## config.mk

```make
export PLATFORM = sky130hd
export DESIGN_NAME = diff_fifo_drain_flat
export DESIGN_NICKNAME = d
export VERILOG_FILES = /design/src/rtl/diff_fifo_drain_pkg.sv /design/src/rtl/diff_fifo_drain_if.sv /design/src/rtl/diff_fifo_drain_stat_counter.sv /design/src/rtl/diff_fifo_drain.sv /design/src/flat_wrapper.sv
export SDC_FILE = /design/constraint.sdc
export NUM_CORES = 1
export LEC_CHECK = 0
export CORE_MARGIN = 5
export CORE_UTILIZATION = 46
export DETAILED_ROUTE_END_ITERATION = 8
export PLACE_DENSITY = 0.85
export SYNTH_ARGS = -nofsm -noshare
export SYNTH_HDL_FRONTEND = slang
export SYNTH_SLANG_ARGS = --single-unit
```

## constraint.sdc

```tcl
create_clock -name s_axi_aclk -period 10.85 [get_ports s_axi_aclk]
set_clock_uncertainty 0.1 [all_clocks]
set_input_delay 1.085 -clock s_axi_aclk [delete_from_list [all_inputs] [get_ports s_axi_aclk]]
set_output_delay 1.085 -clock s_axi_aclk [all_outputs]
set_load 0.05 [all_outputs]
```

## src/rtl/diff_fifo_drain_pkg.sv

```systemverilog
// Shared constants for the difference-FIFO drain: word/beat geometry,
// FSM encodings and the syn_reg1 status-word layout.
package diff_fifo_drain_pkg;

    localparam int BEAT_W = 32;
    localparam int WORD_W = 128;
    localparam int BEATS  = 4;
    localparam int IDX_W  = 2;

    localparam logic [1:0] ST_IDLE = 2'd0;
    localparam logic [1:0] ST_CAP  = 2'd1;
    localparam logic [1:0] ST_SEND = 2'd2;

    // syn_reg1 = {28'b0, busy, 1'b0, state, stall, beat, word}
    localparam int SYN_W         = 128;
    localparam int SYN_WORD_LSB  = 0;
    localparam int SYN_BEAT_LSB  = 32;
    localparam int SYN_STALL_LSB = 64;
    localparam int SYN_STATE_LSB = 96;
    localparam int SYN_BUSY_LSB  = 99;

    function automatic logic [BEAT_W-1:0] beat_of(input logic [WORD_W-1:0] word,
                                                  input logic [IDX_W-1:0]  idx);
        return word[int'(idx)*BEAT_W +: BEAT_W];
    endfunction

endpackage

```

## src/rtl/diff_fifo_drain_if.sv

```systemverilog
// FIFO read side plus downstream beat stream of the drain.
interface diff_fifo_drain_if;
    import diff_fifo_drain_pkg::*;

    logic              fifo_empty;
    logic [WORD_W-1:0] fifo_rd_data;
    logic              fifo_rd_en;
    logic [BEAT_W-1:0] m_data;
    logic              m_valid;
    logic              m_last;
    logic              m_ready;

    modport master (
        input  fifo_empty, fifo_rd_data, m_ready,
        output fifo_rd_en, m_data, m_valid, m_last
    );

    modport slave (
        output fifo_empty, fifo_rd_data, m_ready,
        input  fifo_rd_en, m_data, m_valid, m_last
    );

endinterface

```

## src/rtl/diff_fifo_drain_stat_counter.sv

```systemverilog
// Statistics counter with synchronous clear (priority over increment)
// and optional saturation at all-ones; wraps otherwise.
module drain_stat_counter #(
    parameter int unsigned W        = 32,
    parameter bit          SATURATE = 1'b0
) (
    input  logic         clk,
    input  logic         rst,
    input  logic         clr,
    input  logic         inc,
    output logic [W-1:0] count
);

    logic [W-1:0] count_q;
    logic [W-1:0] count_d;

    always_comb begin
        count_d = count_q;
        if (clr) begin
            count_d = '0;
        end else if (inc && !(SATURATE && (count_q == '1))) begin
            count_d = count_q + W'(1);
        end
    end

    always_ff @(posedge clk or posedge rst) begin
        if (rst) begin
            count_q <= '0;
        end else begin
            count_q <= count_d;
        end
    end

    assign count = count_q;

endmodule

```

## src/rtl/diff_fifo_drain.sv

```systemverilog
// Drains 128-bit words from the difference FIFO and streams them as four
// 32-bit beats (LSB first) with statistics and a registered status word.
module diff_fifo_drain
    import diff_fifo_drain_pkg::*;
#(
    parameter int unsigned CNT_W = 32
) (
    input  logic              s_axi_aclk,
    input  logic              s_axi_areset,
    diff_fifo_drain_if.master drain,
    input  logic              turn2run,
    output logic [SYN_W-1:0]  syn_reg1,
    output logic [1:0]        debug_state
);

    logic [1:0]        state_q, state_d;
    logic [WORD_W-1:0] hold_q,  hold_d;
    logic [IDX_W-1:0]  idx_q,   idx_d;
    logic              valid_q, valid_d;
    logic [SYN_W-1:0]  syn_q,   syn_d;

    logic              xfer;
    logic              last_beat;
    logic              rd_go;
    logic [CNT_W-1:0]  word_cnt;
    logic [CNT_W-1:0]  beat_cnt;
    logic [CNT_W-1:0]  stall_cnt;

    assign xfer      = valid_q && drain.m_ready;
    assign last_beat = (idx_q == IDX_W'(BEATS - 1));
    assign rd_go     = (state_q == ST_IDLE) && !drain.fifo_empty;

    // Read strobe is combinational so the word arrives while in CAP; the
    // reset term keeps it low while the flops are held.
    assign drain.fifo_rd_en = rd_go && !s_axi_areset;

    always_comb begin
        state_d = state_q;
        hold_d  = hold_q;
        idx_d   = idx_q;
        valid_d = valid_q;
        case (state_q)
            ST_IDLE: begin
                if (rd_go) begin
                    state_d = ST_CAP;
                end
            end
            ST_CAP: begin
                hold_d  = drain.fifo_rd_data;
                idx_d   = '0;
                valid_d = 1'b1;
                state_d = ST_SEND;
            end
            ST_SEND: begin
                if (xfer) begin
                    if (last_beat) begin
                        valid_d = 1'b0;
                        state_d = ST_IDLE;
                    end else begin
                        idx_d = idx_q + IDX_W'(1);
                    end
                end
            end
            default: begin
                valid_d = 1'b0;
                state_d = ST_IDLE;
            end
        endcase
    end

    always_ff @(posedge s_axi_aclk or posedge s_axi_areset) begin
        if (s_axi_areset) begin
            state_q <= ST_IDLE;
            hold_q  <= '0;
            idx_q   <= '0;
            valid_q <= 1'b0;
        end else begin
            state_q <= state_d;
            hold_q  <= hold_d;
            idx_q   <= idx_d;
            valid_q <= valid_d;
        end
    end

    assign drain.m_data  = beat_of(hold_q, idx_q);
    assign drain.m_valid = valid_q;
    assign drain.m_last  = valid_q && last_beat;

    drain_stat_counter #(.W(CNT_W), .SATURATE(1'b0)) u_word_cnt (
        .clk   (s_axi_aclk),
        .rst   (s_axi_areset),
        .clr   (turn2run),
        .inc   (xfer && last_beat),
        .count (word_cnt)
    );

    drain_stat_counter #(.W(CNT_W), .SATURATE(1'b0)) u_beat_cnt (
        .clk   (s_axi_aclk),
        .rst   (s_axi_areset),
        .clr   (turn2run),
        .inc   (xfer),
        .count (beat_cnt)
    );

    drain_stat_counter #(.W(CNT_W), .SATURATE(1'b1)) u_stall_cnt (
        .clk   (s_axi_aclk),
        .rst   (s_axi_areset),
        .clr   (turn2run),
        .inc   (valid_q && !drain.m_ready),
        .count (stall_cnt)
    );

    always_comb begin
        syn_d = '0;
        syn_d[SYN_WORD_LSB  +: CNT_W] = word_cnt;
        syn_d[SYN_BEAT_LSB  +: CNT_W] = beat_cnt;
        syn_d[SYN_STALL_LSB +: CNT_W] = stall_cnt;
        syn_d[SYN_STATE_LSB +: 2]     = state_q;
        syn_d[SYN_BUSY_LSB]           = (state_q != ST_IDLE);
    end

    always_ff @(posedge s_axi_aclk or posedge s_axi_areset) begin
        if (s_axi_areset) begin
            syn_q <= '0;
        end else begin
            syn_q <= syn_d;
        end
    end

    assign syn_reg1    = syn_q;
    assign debug_state = state_q;

endmodule

```

## src/flat_wrapper.sv

```systemverilog
// flat-port wrapper written by rule: the top's interface ports become plain ports
module diff_fifo_drain_flat import diff_fifo_drain_pkg::*;
#(
    parameter int unsigned CNT_W = 32
)
  (s_axi_aclk, s_axi_areset, turn2run, syn_reg1, debug_state, drain_fifo_empty, drain_fifo_rd_data, drain_m_ready, drain_fifo_rd_en, drain_m_data, drain_m_valid, drain_m_last);
  diff_fifo_drain_if drain_i ();
  input  logic s_axi_aclk;
  input  logic s_axi_areset;
  input  logic turn2run;
  output logic [SYN_W-1:0] syn_reg1;
  output logic [1:0] debug_state;
  input wire logic [$bits(drain_i.fifo_empty)-1:0] drain_fifo_empty;
  input wire logic [$bits(drain_i.fifo_rd_data)-1:0] drain_fifo_rd_data;
  input wire logic [$bits(drain_i.m_ready)-1:0] drain_m_ready;
  output wire logic [$bits(drain_i.fifo_rd_en)-1:0] drain_fifo_rd_en;
  output wire logic [$bits(drain_i.m_data)-1:0] drain_m_data;
  output wire logic [$bits(drain_i.m_valid)-1:0] drain_m_valid;
  output wire logic [$bits(drain_i.m_last)-1:0] drain_m_last;
  assign drain_i.fifo_empty = drain_fifo_empty;
  assign drain_i.fifo_rd_data = drain_fifo_rd_data;
  assign drain_i.m_ready = drain_m_ready;
  assign drain_fifo_rd_en = drain_i.fifo_rd_en;
  assign drain_m_data = drain_i.m_data;
  assign drain_m_valid = drain_i.m_valid;
  assign drain_m_last = drain_i.m_last;
  diff_fifo_drain #(.CNT_W(CNT_W)) u_core (.s_axi_aclk(s_axi_aclk), .s_axi_areset(s_axi_areset), .drain(drain_i), .turn2run(turn2run), .syn_reg1(syn_reg1), .debug_state(debug_state));
endmodule
```

**Word-level counts from Yosys, hierarchy flattened**

Cells that the tools add are included.

- Add/sub/neg operators: 4
- Eq/ne operators: 8
- Shifts and indexed selects: 1
- Mux-type cells: 16
- Bitwise gates (word level): 1
- Reduce and logical (&&, ||, !) cells: 20

Operator list:

| operator | count |
|---|---|
| 32-bit 2-to-1 mux | 6 |
| 128-bit by 8-bit variable part select with 32-bit output | 1 |
| 32-bit by 1-bit adder with 32-bit output, second input constant | 3 |
| 32-bit == test, second input constant | 1 |
| 2-bit 2-to-1 mux | 5 |
| 2-bit nonzero test | 5 |
| 3-bit AND reduction | 3 |
| 1-bit logical AND | 7 |
| 2-bit by 1-bit != test with 1-bit output, second input constant | 3 |
| 2-bit case mux with 3 select lines | 1 |
| 2-bit == test, second input constant | 2 |
| 1-bit logical NOT | 4 |
| 2-bit case mux with 2 select lines | 1 |
| 1-bit case mux with 3 select lines | 1 |
| 2-bit by 1-bit adder with 2-bit output, second input constant | 1 |
| 2-bit by 1-bit == test with 1-bit output, second input constant | 1 |
| 2-bit logical NOT | 1 |
| 1-bit 2-to-1 mux | 2 |
| 2-bit != test, second input constant | 1 |
| 1-bit inverter | 1 |

- Flip-flop bits (word level): 328
- Input port bits: 133

**Logic depth before layout (Yosys ltp)**

- Depth after elaboration: 5
- Gate-level depth with buffers: 8

**Hierarchy**

From an unflattened synthesis, not the netlist that was laid out.

- Cells, all modules: 1041
- Area total of the unflattened synthesis: 14029.7 um2

By module, submodules not included:

| module | times used | cells each | area an instance (um2) |
|---|---|---|---|
| diff_fifo_drain | 1 | 470 | 8690.8 |
| drain_stat_counter at u_core.u_beat_cnt ... | 2 | 184 | 1749.2 |
| drain_stat_counter at u_core.u_stall_cnt | 1 | 203 | 1840.5 |

**Worst setup path before layout**

Ideal clock, no wire load.

- Path kind: input to output
- Start: input drain_fifo_empty
- End: output drain_fifo_rd_en
- Arrival time: 2182 ps
- Data required time: 9665 ps
- Setup slack: 7483 ps
- Stages on the path: 1
- Path through: nor3_1

- Word-level cells in the longest chain between the ends: 3

Ends and longest elaborated chain:

| what | RTL line | source |
|---|---|---|
| from (decl) | flat_wrapper.sv:13 | `input wire logic [$bits(drain_i.fifo_empty)-1:0] drain_fifo_empty;` |
| 1-bit logical NOT | diff_fifo_drain.sv:31 | `assign rd_go = (state_q == ST_IDLE) && !drain.fifo_empty;` |
| 1-bit logical AND | diff_fifo_drain.sv:31 |  |
| 1-bit logical AND | diff_fifo_drain.sv:35 | `assign drain.fifo_rd_en = rd_go && !s_axi_areset;` |
| to (decl) | flat_wrapper.sv:16 | `output wire logic [$bits(drain_i.fifo_rd_en)-1:0] drain_fifo_rd_en;` |

No other way between the ends.

**Worst setup path after layout**

- Start: register u_core.idx_q[0]
- End: output drain_m_data[22]

- Word-level cells in the longest chain between the ends: 1

Ends and longest elaborated chain:

| what | RTL line | source |
|---|---|---|
| from (decl) | diff_fifo_drain.sv:18 | `logic [IDX_W-1:0] idx_q, idx_d;` |
| from (signal assigned) | diff_fifo_drain.sv:80 | `idx_q <= idx_d;` |
| 128-bit by 8-bit variable part select with 32-bit output | diff_fifo_drain_pkg.sv:24 | `return word[int'(idx)*BEAT_W +: BEAT_W];` |
| to (decl) | flat_wrapper.sv:17 | `output wire logic [$bits(drain_i.m_data)-1:0] drain_m_data;` |

No other way between the ends.

==> flow_summary.json <==
{
  "ys_seq_area_share_pct": 61.1,
  "synth-seq-cells": 328,
  "numCtsBuffers": 35,
  "critPathMaxFanout": 32,
  "synth_warnings": 0,
  "cp_data_arrival_time_ns": 2.86,
  "htreeDepth": 2,
  "ant_nets": 0,
  "core_area_mm2": 0.0288,
  "hold_start": "u_core.u_beat_cnt.count[31]",
  "path_clk_slew_ns": 0.06,
  "timing.rr.end": "u_core.hold_q[15]",
  "cts_resized": 0,
  "routed_wl_um": 31400,
  "dr_wl_met3_um": 2050,
  "final_max_slew_viol_count": 0,
  "crit_end": "drain_m_data[22]",
  "slew_headroom_pct": 30.6,
  "synthesis.area_mm2": 0.0134,
  "hold_buffers": 0,
  "grt_first_pass_wirelength_um": 50800,
  "via_per_inst": 5.29,
  "end_kind": "output pin",
  "synth_top_area_share_pct": 61.1,
  "tightest_slew_ns": 1.04,
  "drt-wirelength-per-cell_um": 18.9,
  "grt-ovfl-total": 0,
  "drt_iter0_markers": 512,
  "status": "finished, final reports clean",
  "met1Wirelength_um": 13100,
  "ys.flop_type": "dfrtp_1",
  "post_synth_num_cell_types": 54,
  "timing.rr.start": "u_core.debug_state[0]",
  "synth.area.top_cells": "dfrtp_1, mux2_2, mux4_2",
  "cts_tree": "done",
  "grt_max_degree": 98,
  "first_pass_iters": 4,
  "fin_tns_setup_ns": 0,
  "timing.critical_path.from": "u_core.idx_q[0]",
  "grt_pass1_vias": 9274,
  "rrSetupSlack_ns": 7.93,
  "grt_antenna_before_repair": 1,
  "p_per_area_mw_per_mm2": 244,
  "fillCellCount": 2160,
  "place_congestion": 0.819,
  "cts_setup_buffers": 0,
  "die_h_um": 181,
  "cts_root_buf": "clkbuf_16",
  "drc": 0,
  "avgSynthCellArea_um2": 13.6,
  "path_class": "register to output pin",
  "grt_setup_unrepaired": "false",
  "synth_largest_area_cell": "dfrtp_1",
  "setup_violations": 0,
  "clock_path_buffers": 3,
  "ios": 298,
  "cp.required_ns": 9.67,
  "hold_violations": 0,
  "insertion_delay_ns": 0.50,
  "syn_inst": 986,
  "wl_met2_um": 15500,
  "via_count": 8798,
  "port-buffer-count": 268,
  "power_leakage_uw": 0.00745,
  "reg2reg_depth": 4,
  "track_usage_pct": 19.0,
  "async_reset_ff_share_pct": 100,
  "layout_common_cells": "dfrtp_1, clkdlybuf4s50_1, mux2_2",
  "maxCapViolCount": 0,
  "die_w_um": 181,
  "vdd_ir_drop_max_mv": 0.129,
  "final_util_pct": 60.6,
  "clock.fmax_mhz": 247,
  "dieArea_mm2": 0.0327,
  "dp_hpwl_um": 21000,
  "cts.sinks": 328,
  "rows": 62,
  "drive_above_1_share_pct": 18.8,
  "finalCritPeriodShare_pct": 37.3,
  "startpoint_type": "register",
  "top_layer": "met4",
  "worstHoldPathType": "register to register",
  "syn_to_final_growth_pct": 29.9,
  "start_util_pct": 46.7,
  "final_common_cell": "dfrtp_1",
  "nets": 1390,
  "synth-edff-count": 0,
  "period_minus_slack_ns": 4.05
}
-- metrics by stage --
step                      std cells  cell area [um2]  hold WS, ns  power, uW  setup slack, ns
after CTS                      1662            17500        0.297       4310             6.74
after detailed placement       1600            16300        0.281       3140             6.62
after global placement         1600            16300        0.281       3090             6.69
final                          1663            17500        0.296       4260             6.80
after floorplan                1014            13500        0.272       2710            0.582
after global routing           1663            17500        0.314       4450             6.67
-- cell families after synthesis --
logic type      count (synthesis)  share of synthesized area [%]
flops                         328                           61.1
simple gates                  279                           11.2
mux                           167                           16.7
buf+inv                        84                           3.68
xor+xnor                       66                           4.30
compound gates                 57                           2.63
fa+ha+maj                       4                          0.372
other cells                     1                         0.0279
-- state kept, by name, indices dropped and copies added (netlist names) --
register                  flops
u_core.debug_state            2
u_core.drain.m_valid          1
u_core.hold_q               128
u_core.idx_q                  2
u_core.syn_reg1              99
u_core.u_beat_cnt.count      32
u_core.u_stall_cnt.count     32
u_core.u_word_cnt.count      32
-- metal layers --
layer  vias to the layer above  GRT usage, %
met5                         -             0
met4                         0          5.05
met3                        43          3.96
met2                       323          31.8
met1                      4467          25.6
li1                       3965             -
-- cells in the mapped netlist (3+ instances only) --
| master | n |
|---|---|
| a21oi_1 | 23 |
| and2_1 | 9 |
| and3_1 | 18 |
| and4_1 | 8 |
| buf_1 | 6 |
| buf_2 | 21 |
| buf_4 | 31 |
| clkbuf_1 | 15 |
| dfrtp_1 | 328 |
| ha_1 | 4 |
| inv_1 | 7 |
| mux2_1 | 3 |
| mux2_2 | 131 |
| mux4_2 | 32 |
| nand2_1 | 24 |
| nand3_1 | 41 |
| nand4_1 | 41 |
| nor2_1 | 86 |
| nor2b_1 | 8 |
| nor3_1 | 11 |
| nor4_4 | 3 |
| o21ai_0 | 8 |
| o21ai_1 | 7 |
| o31ai_1 | 5 |
| or3_1 | 12 |
| or4_1 | 6 |
| xnor2_1 | 16 |
| xor2_1 | 50 |
-- cell type report --
class | count | area, um2 | area share [%]
sequential | 328 | 8210 | 47.0
clock inverter | 9 | 105 | 0.602
clock buffer | 53 | 1010 | 5.81
tap | 384 | 480 | 2.75
inverter | 7 | 33.8 | 0.194
timing repair buffer | 279 | 2760 | 15.8
multi-input combinational | 602 | 4850 | 27.8
antenna | 1 | 2.50 | 0.0143
-- power breakdown --
| group | total (uW) | internal (uW) | switching, uW |
|---|---|---|---|
| Clock | 1150 | 693 | 458 |
| Combinational | 1460 | 663 | 799 |
| Sequential | 1650 | 1490 | 160 |
| Total | 4260 | 2850 | 1420 |
-- critical path, stage by stage, from the launching register on --
cell,delay (ns)
dfrtp_2,0.39
buf_4,0.56
mux4_2,0.64
clkdlybuf4s50_1,0.73
-- worst min-delay path by stage --
stage | endpoint | slack (ns) | depth (start not counted)
2_1_floorplan | u_core.syn_reg1[31] | 0.27 | 0
3_3_place_gp | u_core.syn_reg1[31] | 0.28 | 0
3_5_place_dp | u_core.syn_reg1[63] | 0.28 | 0
4_1_cts | u_core.syn_reg1[63] | 0.30 | 0
5_1_grt | u_core.syn_reg1[63] | 0.31 | 0
6_report | u_core.syn_reg1[63] | 0.30 | 0
Note: power is estimated with default switching activity, not from simulation.
